$ cat src/rtl/atom_msg_pkg.sv
// Shared types for the integer-atom message serializer: atom kinds,
// serializer FSM states and the kind-to-payload-length helper.
package atom_msg_pkg;

  typedef enum logic [1:0] {
    KIND_BYTE     = 2'd0,
    KIND_SHORTINT = 2'd1,
    KIND_INT      = 2'd2,
    KIND_LONGINT  = 2'd3
  } atom_kind_e;

  typedef enum logic [1:0] {
    ST_IDLE = 2'd0,
    ST_HDR  = 2'd1,
    ST_DATA = 2'd2,
    ST_CSUM = 2'd3
  } ser_state_e;

  // Payload length in bytes for each atom kind.
  function automatic logic [3:0] kind_nbytes(atom_kind_e kind);
    logic [3:0] n;
    case (kind)
      KIND_BYTE:     n = 4'd1;
      KIND_SHORTINT: n = 4'd2;
      KIND_INT:      n = 4'd4;
      default:       n = 4'd8;
    endcase
    return n;
  endfunction

endpackage

$ cat src/rtl/atom_msg_serializer_if.sv
// Message-in / byte-out handshake bundle for the atom serializer.
// master = producer/consumer side (testbench or neighbours), slave = serializer.
interface atom_msg_serializer_if;
  import atom_msg_pkg::*;

  logic       in_valid;
  logic       in_ready;
  atom_kind_e in_kind;
  logic [63:0] in_data;

  logic       out_valid;
  logic       out_ready;
  logic [7:0] out_data;
  logic       out_sof;
  logic       out_eof;

  modport master (
    output in_valid, in_kind, in_data, out_ready,
    input  in_ready, out_valid, out_data, out_sof, out_eof
  );

  modport slave (
    input  in_valid, in_kind, in_data, out_ready,
    output in_ready, out_valid, out_data, out_sof, out_eof
  );

endinterface

$ cat src/rtl/atom_msg_serializer.sv
// Serializes one typed integer atom per transaction into a byte stream:
// optional kind header, payload bytes LSB first, optional XOR checksum.
// All stream outputs come straight from registers.
module atom_msg_serializer
  import atom_msg_pkg::*;
#(
  parameter bit HDR_EN  = 1'b1,
  parameter bit CSUM_EN = 1'b1,
  parameter int COUNT_W = 16
) (
  input  logic                clk,
  input  logic                rst_n,
  atom_msg_serializer_if.slave bus,
  output logic [COUNT_W-1:0]  msg_count
);

  localparam logic [1:0] S_IDLE = ST_IDLE;
  localparam logic [1:0] S_HDR  = ST_HDR;
  localparam logic [1:0] S_DATA = ST_DATA;
  localparam logic [1:0] S_CSUM = ST_CSUM;

  logic [1:0]         state_q, state_d;
  atom_kind_e         kind_q, kind_d;
  logic [63:0]        data_q, data_d;
  logic [2:0]         idx_q, idx_d;
  logic [7:0]         csum_q, csum_d;
  logic [7:0]         byte_q, byte_d;
  logic               sof_q, sof_d;
  logic               eof_q, eof_d;
  logic               valid_q, valid_d;
  logic [COUNT_W-1:0] count_q, count_d;

  logic [7:0] fold;
  logic [2:0] lastIdx;
  logic [2:0] idxNext;

  // Next-state logic: each transition also precomputes the byte and framing
  // flags for the following beat so the outputs can be pure registers.
  always_comb begin
    state_d = state_q;
    kind_d  = kind_q;
    data_d  = data_q;
    idx_d   = idx_q;
    csum_d  = csum_q;
    byte_d  = byte_q;
    sof_d   = sof_q;
    eof_d   = eof_q;
    valid_d = valid_q;
    count_d = count_q;
    fold    = csum_q ^ byte_q;
    lastIdx = 3'(kind_nbytes(kind_q) - 4'd1);
    idxNext = idx_q + 3'd1;

    case (state_q)
      S_IDLE: begin
        if (bus.in_valid) begin
          kind_d  = bus.in_kind;
          data_d  = bus.in_data;
          csum_d  = 8'h00;
          idx_d   = 3'd0;
          valid_d = 1'b1;
          sof_d   = 1'b1;
          if (HDR_EN) begin
            state_d = S_HDR;
            byte_d  = {6'b0, bus.in_kind};
            eof_d   = 1'b0;
          end else begin
            state_d = S_DATA;
            byte_d  = bus.in_data[7:0];
            eof_d   = (kind_nbytes(bus.in_kind) == 4'd1) && !CSUM_EN;
          end
        end
      end
      S_HDR: begin
        if (bus.out_ready) begin
          csum_d  = fold;
          state_d = S_DATA;
          byte_d  = data_q[7:0];
          sof_d   = 1'b0;
          eof_d   = (lastIdx == 3'd0) && !CSUM_EN;
        end
      end
      S_DATA: begin
        if (bus.out_ready) begin
          csum_d = fold;
          sof_d  = 1'b0;
          if (idx_q == lastIdx) begin
            if (CSUM_EN) begin
              state_d = S_CSUM;
              byte_d  = fold;
              eof_d   = 1'b1;
            end else begin
              state_d = S_IDLE;
              valid_d = 1'b0;
              byte_d  = 8'h00;
              eof_d   = 1'b0;
              count_d = count_q + 1'b1;
            end
          end else begin
            idx_d  = idxNext;
            byte_d = data_q[{idxNext, 3'b000} +: 8];
            eof_d  = (idxNext == lastIdx) && !CSUM_EN;
          end
        end
      end
      S_CSUM: begin
        if (bus.out_ready) begin
          state_d = S_IDLE;
          valid_d = 1'b0;
          byte_d  = 8'h00;
          sof_d   = 1'b0;
          eof_d   = 1'b0;
          count_d = count_q + 1'b1;
        end
      end
      default: state_d = S_IDLE;
    endcase
  end

  // State, held message and output registers; reset drops any message in flight.
  always_ff @(posedge clk or negedge rst_n) begin
    if (!rst_n) begin
      state_q <= S_IDLE;
      kind_q  <= KIND_BYTE;
      data_q  <= 64'h0;
      idx_q   <= 3'd0;
      csum_q  <= 8'h00;
      byte_q  <= 8'h00;
      sof_q   <= 1'b0;
      eof_q   <= 1'b0;
      valid_q <= 1'b0;
      count_q <= '0;
    end else begin
      state_q <= state_d;
      kind_q  <= kind_d;
      data_q  <= data_d;
      idx_q   <= idx_d;
      csum_q  <= csum_d;
      byte_q  <= byte_d;
      sof_q   <= sof_d;
      eof_q   <= eof_d;
      valid_q <= valid_d;
      count_q <= count_d;
    end
  end

  // in_ready is masked by reset so the block never advertises space while held in reset.
  assign bus.in_ready  = rst_n && (state_q == S_IDLE);
  assign bus.out_valid = valid_q;
  assign bus.out_data  = byte_q;
  assign bus.out_sof   = sof_q;
  assign bus.out_eof   = eof_q;
  assign msg_count     = count_q;

endmodule

$ cat src/flat_wrapper.sv
// flat-port wrapper written by rule: the top's interface ports become plain ports
module atom_msg_serializer_flat import atom_msg_pkg::*;
#(
  parameter bit HDR_EN  = 1'b1,
  parameter bit CSUM_EN = 1'b1,
  parameter int COUNT_W = 16
)
  (clk, rst_n, msg_count, bus_in_valid, bus_in_kind, bus_in_data, bus_out_ready, bus_in_ready, bus_out_valid, bus_out_data, bus_out_sof, bus_out_eof);
  atom_msg_serializer_if bus_i ();
  input  logic clk;
  input  logic rst_n;
  output logic [COUNT_W-1:0] msg_count;
  input wire logic [$bits(bus_i.in_valid)-1:0] bus_in_valid;
  input wire logic [$bits(bus_i.in_kind)-1:0] bus_in_kind;
  input wire logic [$bits(bus_i.in_data)-1:0] bus_in_data;
  input wire logic [$bits(bus_i.out_ready)-1:0] bus_out_ready;
  output wire logic [$bits(bus_i.in_ready)-1:0] bus_in_ready;
  output wire logic [$bits(bus_i.out_valid)-1:0] bus_out_valid;
  output wire logic [$bits(bus_i.out_data)-1:0] bus_out_data;
  output wire logic [$bits(bus_i.out_sof)-1:0] bus_out_sof;
  output wire logic [$bits(bus_i.out_eof)-1:0] bus_out_eof;
  assign bus_i.in_valid = bus_in_valid;
  assign bus_i.in_kind = bus_in_kind;
  assign bus_i.in_data = bus_in_data;
  assign bus_i.out_ready = bus_out_ready;
  assign bus_in_ready = bus_i.in_ready;
  assign bus_out_valid = bus_i.out_valid;
  assign bus_out_data = bus_i.out_data;
  assign bus_out_sof = bus_i.out_sof;
  assign bus_out_eof = bus_i.out_eof;
  atom_msg_serializer #(.HDR_EN(HDR_EN), .CSUM_EN(CSUM_EN), .COUNT_W(COUNT_W)) u_core (.clk(clk), .rst_n(rst_n), .bus(bus_i), .msg_count(msg_count));
endmodule
$ cat config.mk
export PLATFORM = sky130hd
export DESIGN_NAME = atom_msg_serializer_flat
export DESIGN_NICKNAME = d
export VERILOG_FILES = /design/src/rtl/atom_msg_pkg.sv /design/src/rtl/atom_msg_serializer_if.sv /design/src/rtl/atom_msg_serializer.sv /design/src/flat_wrapper.sv
export SDC_FILE = /design/constraint.sdc
export NUM_CORES = 1
export LEC_CHECK = 0
export CAP_MARGIN = 20
export CORE_UTILIZATION = 32
export DETAILED_ROUTE_END_ITERATION = 8
export SLEW_MARGIN = 15
export SYNTH_ARGS = -nofsm -noshare
export SYNTH_HDL_FRONTEND = slang
export SYNTH_SLANG_ARGS = --single-unit
$ cat constraint.sdc
create_clock -name clk -period 2.5 [get_ports clk]
set_input_delay 0.75 -clock clk [delete_from_list [all_inputs] [get_ports clk]]
set_output_delay 0.75 -clock clk [all_outputs]
set_load 0.01 [all_outputs]
# Word level (Yosys, flattened, before mapping)
# Cells that the tools add are included.
[totals]
register_bits = 106
inputBits = 70
output_inout_bits = 28
[classes]
n_addsub = 3
n_eq_ne = 15
shift = 1
muxes = 28
bitwise = 1
reduce_logical = 18
[op_table]
columns = ["op", "n"]
rows = [
  ["variable part select 64 x 7 -> 8 bit", 1],
  ["two-way mux 8 bit", 7],
  ["case mux 8 bit (4 select lines)", 1],
  ["adder 16 x 1 -> 16 bit, second input constant", 1],
  ["case mux 8 bit (2 select lines)", 1],
  ["two-way mux 2 bit", 5],
  ["inequality test 2 bit, second input constant", 5],
  ["two-way mux 3 bit", 3],
  ["case mux 3 bit (3 select lines)", 1],
  ["AND reduction 3 bit", 3],
  ["inequality test 2 x 1 -> 1 bit, second input constant", 4],
  ["case mux 2 bit (4 select lines)", 1],
  ["AND reduction 4 bit", 2],
  ["XOR 8 bit", 1],
  ["== test 2 bit, second input constant", 3],
  ["case mux 3 bit (2 select lines)", 1],
  ["AND reduction 2 bit", 3],
  ["nonzero test 2 bit", 3],
  ["two-way mux 1 bit", 5],
  ["AND reduction 5 bit", 1],
  ["== test 2 x 1 -> 1 bit, second input constant", 2],
  ["logical NOT 2 bit", 2],
  ["case mux 1 bit (2 select lines)", 2],
  ["OR reduction 2 bit", 2],
  ["other kinds (6)", 6],
]

# Depth between registers and ports, before layout
[logic_depth]
word_depth = 7
depth_mapped = 8
depth_no_buf = 7

# Least setup slack after synthesis
# Ideal clock, no wire load.
[synth_path]
path_kind = "register -> register"
startpoint = "register u_core.idx_q[1]"
endpoint = "register u_core.byte_q[2], in the netlist u_core.bus.out_data[2]"
setup_time_ns = 0.127
arrival_time_ns = 1.968
required_ns = 2.373
path_slack_ns = 0.405
path_stages_with_launch = 8
n_path_buf = 2
synth_period_minus_slack_ns = 2.095
cell_sequence = "dfrtp_1 -> ha_1 -> buf_2 -> buf_2 -> mux4_2 -> mux2_1 -> a222oi_1 -> o2bb2ai_1"
[synth_between]
elab_chain_cells = 5
word_cells_on_any_way = 6
cone_classes = "add/sub (1); eq/ne (1); shift (1); mux (3)"
[synth_rtl]
columns = ["item", "line", "source"]
rows = [
  ["start, declared", "atom_msg_serializer.sv:25", "logic [2:0] idx_q, idx_d;"],
  ["start signal, assigned", "atom_msg_serializer.sv:137", "idx_q <= idx_d;"],
  ["adder 3 x 1 -> 3 bit", "atom_msg_serializer.sv:52", "idxNext = idx_q + 3'd1;"],
  ["variable part select 64 x 7 -> 8 bit", "atom_msg_serializer.sv:101", "byte_d = data_q[{idxNext, 3'b000} +: 8];"],
  ["two-way mux 8 bit (*)", "atom_msg_serializer.sv:87", "if (idx_q == lastIdx) begin"],
  ["two-way mux 8 bit (*)", "atom_msg_serializer.sv:84", "if (bus.out_ready) begin"],
  ["case mux 8 bit (4 select lines) (*)", "atom_msg_serializer.sv:54", "case (state_q)"],
  ["end signal, assigned", "atom_msg_serializer.sv:139", "byte_q <= byte_d;"],
  ["end, declared", "atom_msg_serializer.sv:27", "logic [7:0] byte_q, byte_d;"],
]
# Every way passes the cells marked *; elsewhere a longest branch is shown, timed or not. The select of a mux whose other input is x is not followed.
# A chain may end at the register's enable or synchronous reset.

# Worst setup path in the final report
[layout_path]
startpoint = "register u_core.idx_q[1]"
endpoint = "register u_core.byte_q[3], in the netlist u_core.bus.out_data[3]"
# Same word-level chain as after synthesis.

==> results.py <==
metrics = {
    "die": {
        "coreArea_um2": 15310,
        "initial_utilization": 0.3304,
        "rows": 45,
        "die-area_um2": 16320,
        "io-pin-count": 98,
        "fp.dieW_um": 127.7,
        "die_h_um": 127.7,
    },
    "synthesis": {
        "syn_nets": 465,
        "synth_top_area_frac": 0.5242,
        "netlist_area_um2": 5060,
        "synth.most_common_cell": "dfrtp_1",
        "synthCells": 388,
        "syn_avg_cell_area_um2": 13.04,
        "ys_ff_latch": 106,
        "yosys-top-cells-count": "106 x dfrtp_1, 69 x mux2_2, 30 x nand2_1",
        "synth_edf_count": 0,
        "yosysTopAreaCell": "dfrtp_1",
        "ys_seq_area_frac": 0.5242,
        "yosys_warnings": 0,
        "yosys.cell_types.count": 42,
        "synth_async_sr_flop_share": 1.000,
        "ys.flop_type": "dfrtp_1",
        "yosys-top-cells-area": "dfrtp_1 52%, mux2_2 15%, mux4_2 7.1%",
    },
    "route": {
        "vias": 3478,
        "wirelength_um": 11620,
        "viasPerCell": 4.940,
        "firstDrtPassIters": 5,
        "post_drt_wl_per_cell_um": 16.51,
        "drc_errors": 0,
        "ant_nets": 0,
        "drtIter0Drc": 239,
    },
    "clock_network": {
        "cts_made_buffers": 9,
        "h-tree-depth": 3,
        "clk_pin_slew_worst_paths_ps": 70,
        "clk_latency_ps": 350,
        "cts_tree": "done",
        "cts_sinks": 106,
        "clockBufferDepth": 2,
        "clock-root-buffer": "clkbuf_16",
    },
    "critical_path": {
        "cp_max_fo": 9,
        "critPathLaunchType": "flop",
        "timing.rr.start": "u_core.idx_q[1]$_DFFE_PN0P_",
        "r2r_setup_slack_ps": 200,
        "cp_data_required_time_ps": 2730,
        "critical_path.cell_chain": "ha_1 -> buf_4 -> mux4_2 -> mux2_1 -> a222oi_1 -> o2bb2ai_1",
        "critical_path.slowest_cell": "mux4_2",
        "critical_path_class": "reg -> reg",
        "r2r_end": "u_core.bus.out_data[3]$_DFFE_PN0P_",
        "critPathMaxStageDelay_ps": 510,
        "crit_arrival_ps": 2530,
        "ff2ff_path_depth": 6,
        "cp-end-kind": "flop",
    },
    "sta": {
        "min_period_ps": 2296,
        "hold_violations": 0,
        "tightest_slew_ps": 575.2,
        "relSlewSlack": 0.6139,
        "period_share": 0.9182,
        "fmax_mhz": 435.6,
        "setup_violations": 0,
        "rsz0062_at_grt": "false",
        "finalClockSkew_ps": 7.186,
        "finalMaxSlewViolations": 0,
        "tns_ps": 0,
    },
    "power_and_ir_drop": {
        "p_leak_nw": 2.701,
        "cellPowerDensity_nw_per_um2": 1183,
        "ir_drop_v": 0.0003980,
    },
    "global_route": {
        "track_usage": 0.1549,
        "grt_pass1_wl_um": 19280,
        "grt_pass1_vias": 3575,
        "grt.overflow.total": 0,
        "antenna_found_initial": 0,
        "grt_max_degree": 107,
    },
    "final_layout": {
        "finalNetCount": 567,
        "drive_above_1_share": 0.2434,
        "syn_to_final_growth_pct": 31.33,
        "fin_cells": 704,
        "num_antenna_cells": 0,
    },
    "run_status": {
        "status": "complete, no violations",
    },
    "placement": {
        "finalWeightedCongestion": 0.7575,
        "hpwl_um": 8326,
        "port_buffers": 97,
        "placed_cells": 688,
    },
    "hold_path": {
        "min_path_type": "in -> async",
    },
    "run": {
        "cap_violations": 0,
    },
}
[cell families (layout without fill, tap and decap cells)]
logic type               after synthesis  count (layout)  share of synthesized area
XOR/XNOR                              15              15                    0.02597
multiplexers                          92              92                     0.2391
AND/OR/NAND/NOR                       84              84                    0.08482
adder cells (fa/ha/maj)                7               7                    0.01731
AO/OA/AOI/OAI                         61              61                    0.08877
buffers and inverters                 23             128                    0.01978
flip-flops                           106             106                     0.5242
[report_power, final]
part	switching [mW]	internal (mW)	total [mW]	leakage, nW
Combinational	1.50	1.96	3.46	1.25
Clock	0.614	0.821	1.44	0.141
Sequential	0.524	2.45	2.97	1.31
[worst max path at each step]
stage | startpoint | cells after the start | end
floorplan | u_core.idx_q[1]$_DFFE_PN0P_ | 7 | u_core.bus.out_data[2]$_DFFE_PN0P_
global placement | bus_out_ready | 6 | u_core.msg_count[15]$_DFFE_PN0P_
detailed placement | bus_in_valid | 5 | u_core.state_q[0]$_DFFE_PN0P_
CTS | u_core.state_q[0]$_DFFE_PN0P_ | 4 | bus_in_ready
global route | u_core.idx_q[1]$_DFFE_PN0P_ | 6 | u_core.bus.out_data[3]$_DFFE_PN0P_
finish | u_core.idx_q[1]$_DFFE_PN0P_ | 6 | u_core.bus.out_data[3]$_DFFE_PN0P_
[state kept, by name, summed over array words and instances, names as in the netlist]
signal	flops
u_core.bus.out_eof	1
u_core.data_q	64
u_core.state_q	2
u_core.idx_q	3
u_core.kind_q	2
u_core.bus.out_data	8
u_core.msg_count	16
u_core.csum_q	8
u_core.bus.out_valid	1
u_core.bus.out_sof	1
[what timing repair did]
item / 4_1_cts / 5_1_grt
setup buffers: 0 / 2
resized for setup: 4 / 1
hold buffers: 0 / 0
pin swaps: 0 / 0
endpoints found under the setup margin: 1 / 1
gates cloned: 0 / 0
[layout make-up]
cell class / instances / area [um^2]
well taps: 211 / 264.0
clock buffers: 12 / 256.5
inverters: 3 / 11.26
clock inverters: 2 / 37.54
fillers: 1468 / 8670
multi-input cells: 259 / 2322
repair buffers: 111 / 1101
flip-flops and latches: 106 / 2653
[worst max-delay path: cells and delay by family (launching register included)]
| kind | cells | cell delay [ps] |
|---|---|---|
| muxes | 2 | 830 |
| DFF | 1 | 430 |
| AOI/OAI and AO/OA | 2 | 370 |
| adders and majority gates | 1 | 320 |
| buffers and inverters | 1 | 220 |
[per-layer routing]
metal / wire length (um) / track usage / vias to the layer above
li1: - / - / 1637
met1: 5208 / 0.2063 / 1734
met2: 5567 / 0.2442 / 96
met3: 675 / 0.04549 / 11
met4: 172 / 0.04567 / 0
met5: 0 / 0 / -
[cell usage in the layout (no fill, tap or decap), types with 4 or more instances in the layout]
| cell | netlist | routed |
|---|---|---|
| a222oi_1 | 4 | 4 |
| a22o_1 | 11 | 11 |
| buf_4 | 2 | 13 |
| clkbuf_16 | 0 | 9 |
| clkdlybuf4s50_1 | 0 | 95 |
| dfrtp_1 | 106 | 106 |
| ha_1 | 7 | 6 |
| mux2_2 | 69 | 69 |
| mux2i_1 | 5 | 5 |
| mux4_2 | 16 | 16 |
| nand2_1 | 30 | 29 |
| nand2b_1 | 10 | 10 |
| nand3_1 | 14 | 14 |
| nand4_1 | 4 | 4 |
| nor2_1 | 5 | 5 |
| nor2b_1 | 6 | 6 |
| o21ai_0 | 19 | 19 |
| o221ai_1 | 4 | 4 |
| o2bb2ai_1 | 4 | 4 |
| o31ai_1 | 6 | 6 |
| xnor2_1 | 12 | 12 |
[per-stage QoR]
stage                     worst slack, ps  instance area [um^2]  power [mW]  utilization  hold WS, ps
after detailed placement            127.1                  6321       6.431       0.4127        487.9
after global placement              157.9                  6321       6.307       0.4127        467.0
final                               204.4                  6645       7.863       0.4339        470.0
after floorplan                     404.5                  5060       5.255            -        454.4
after global routing                27.53                  6645       8.389       0.4339        523.5
after CTS                           29.58                  6628       7.939       0.4328        502.8
Power figures use the tool's default switching activity.
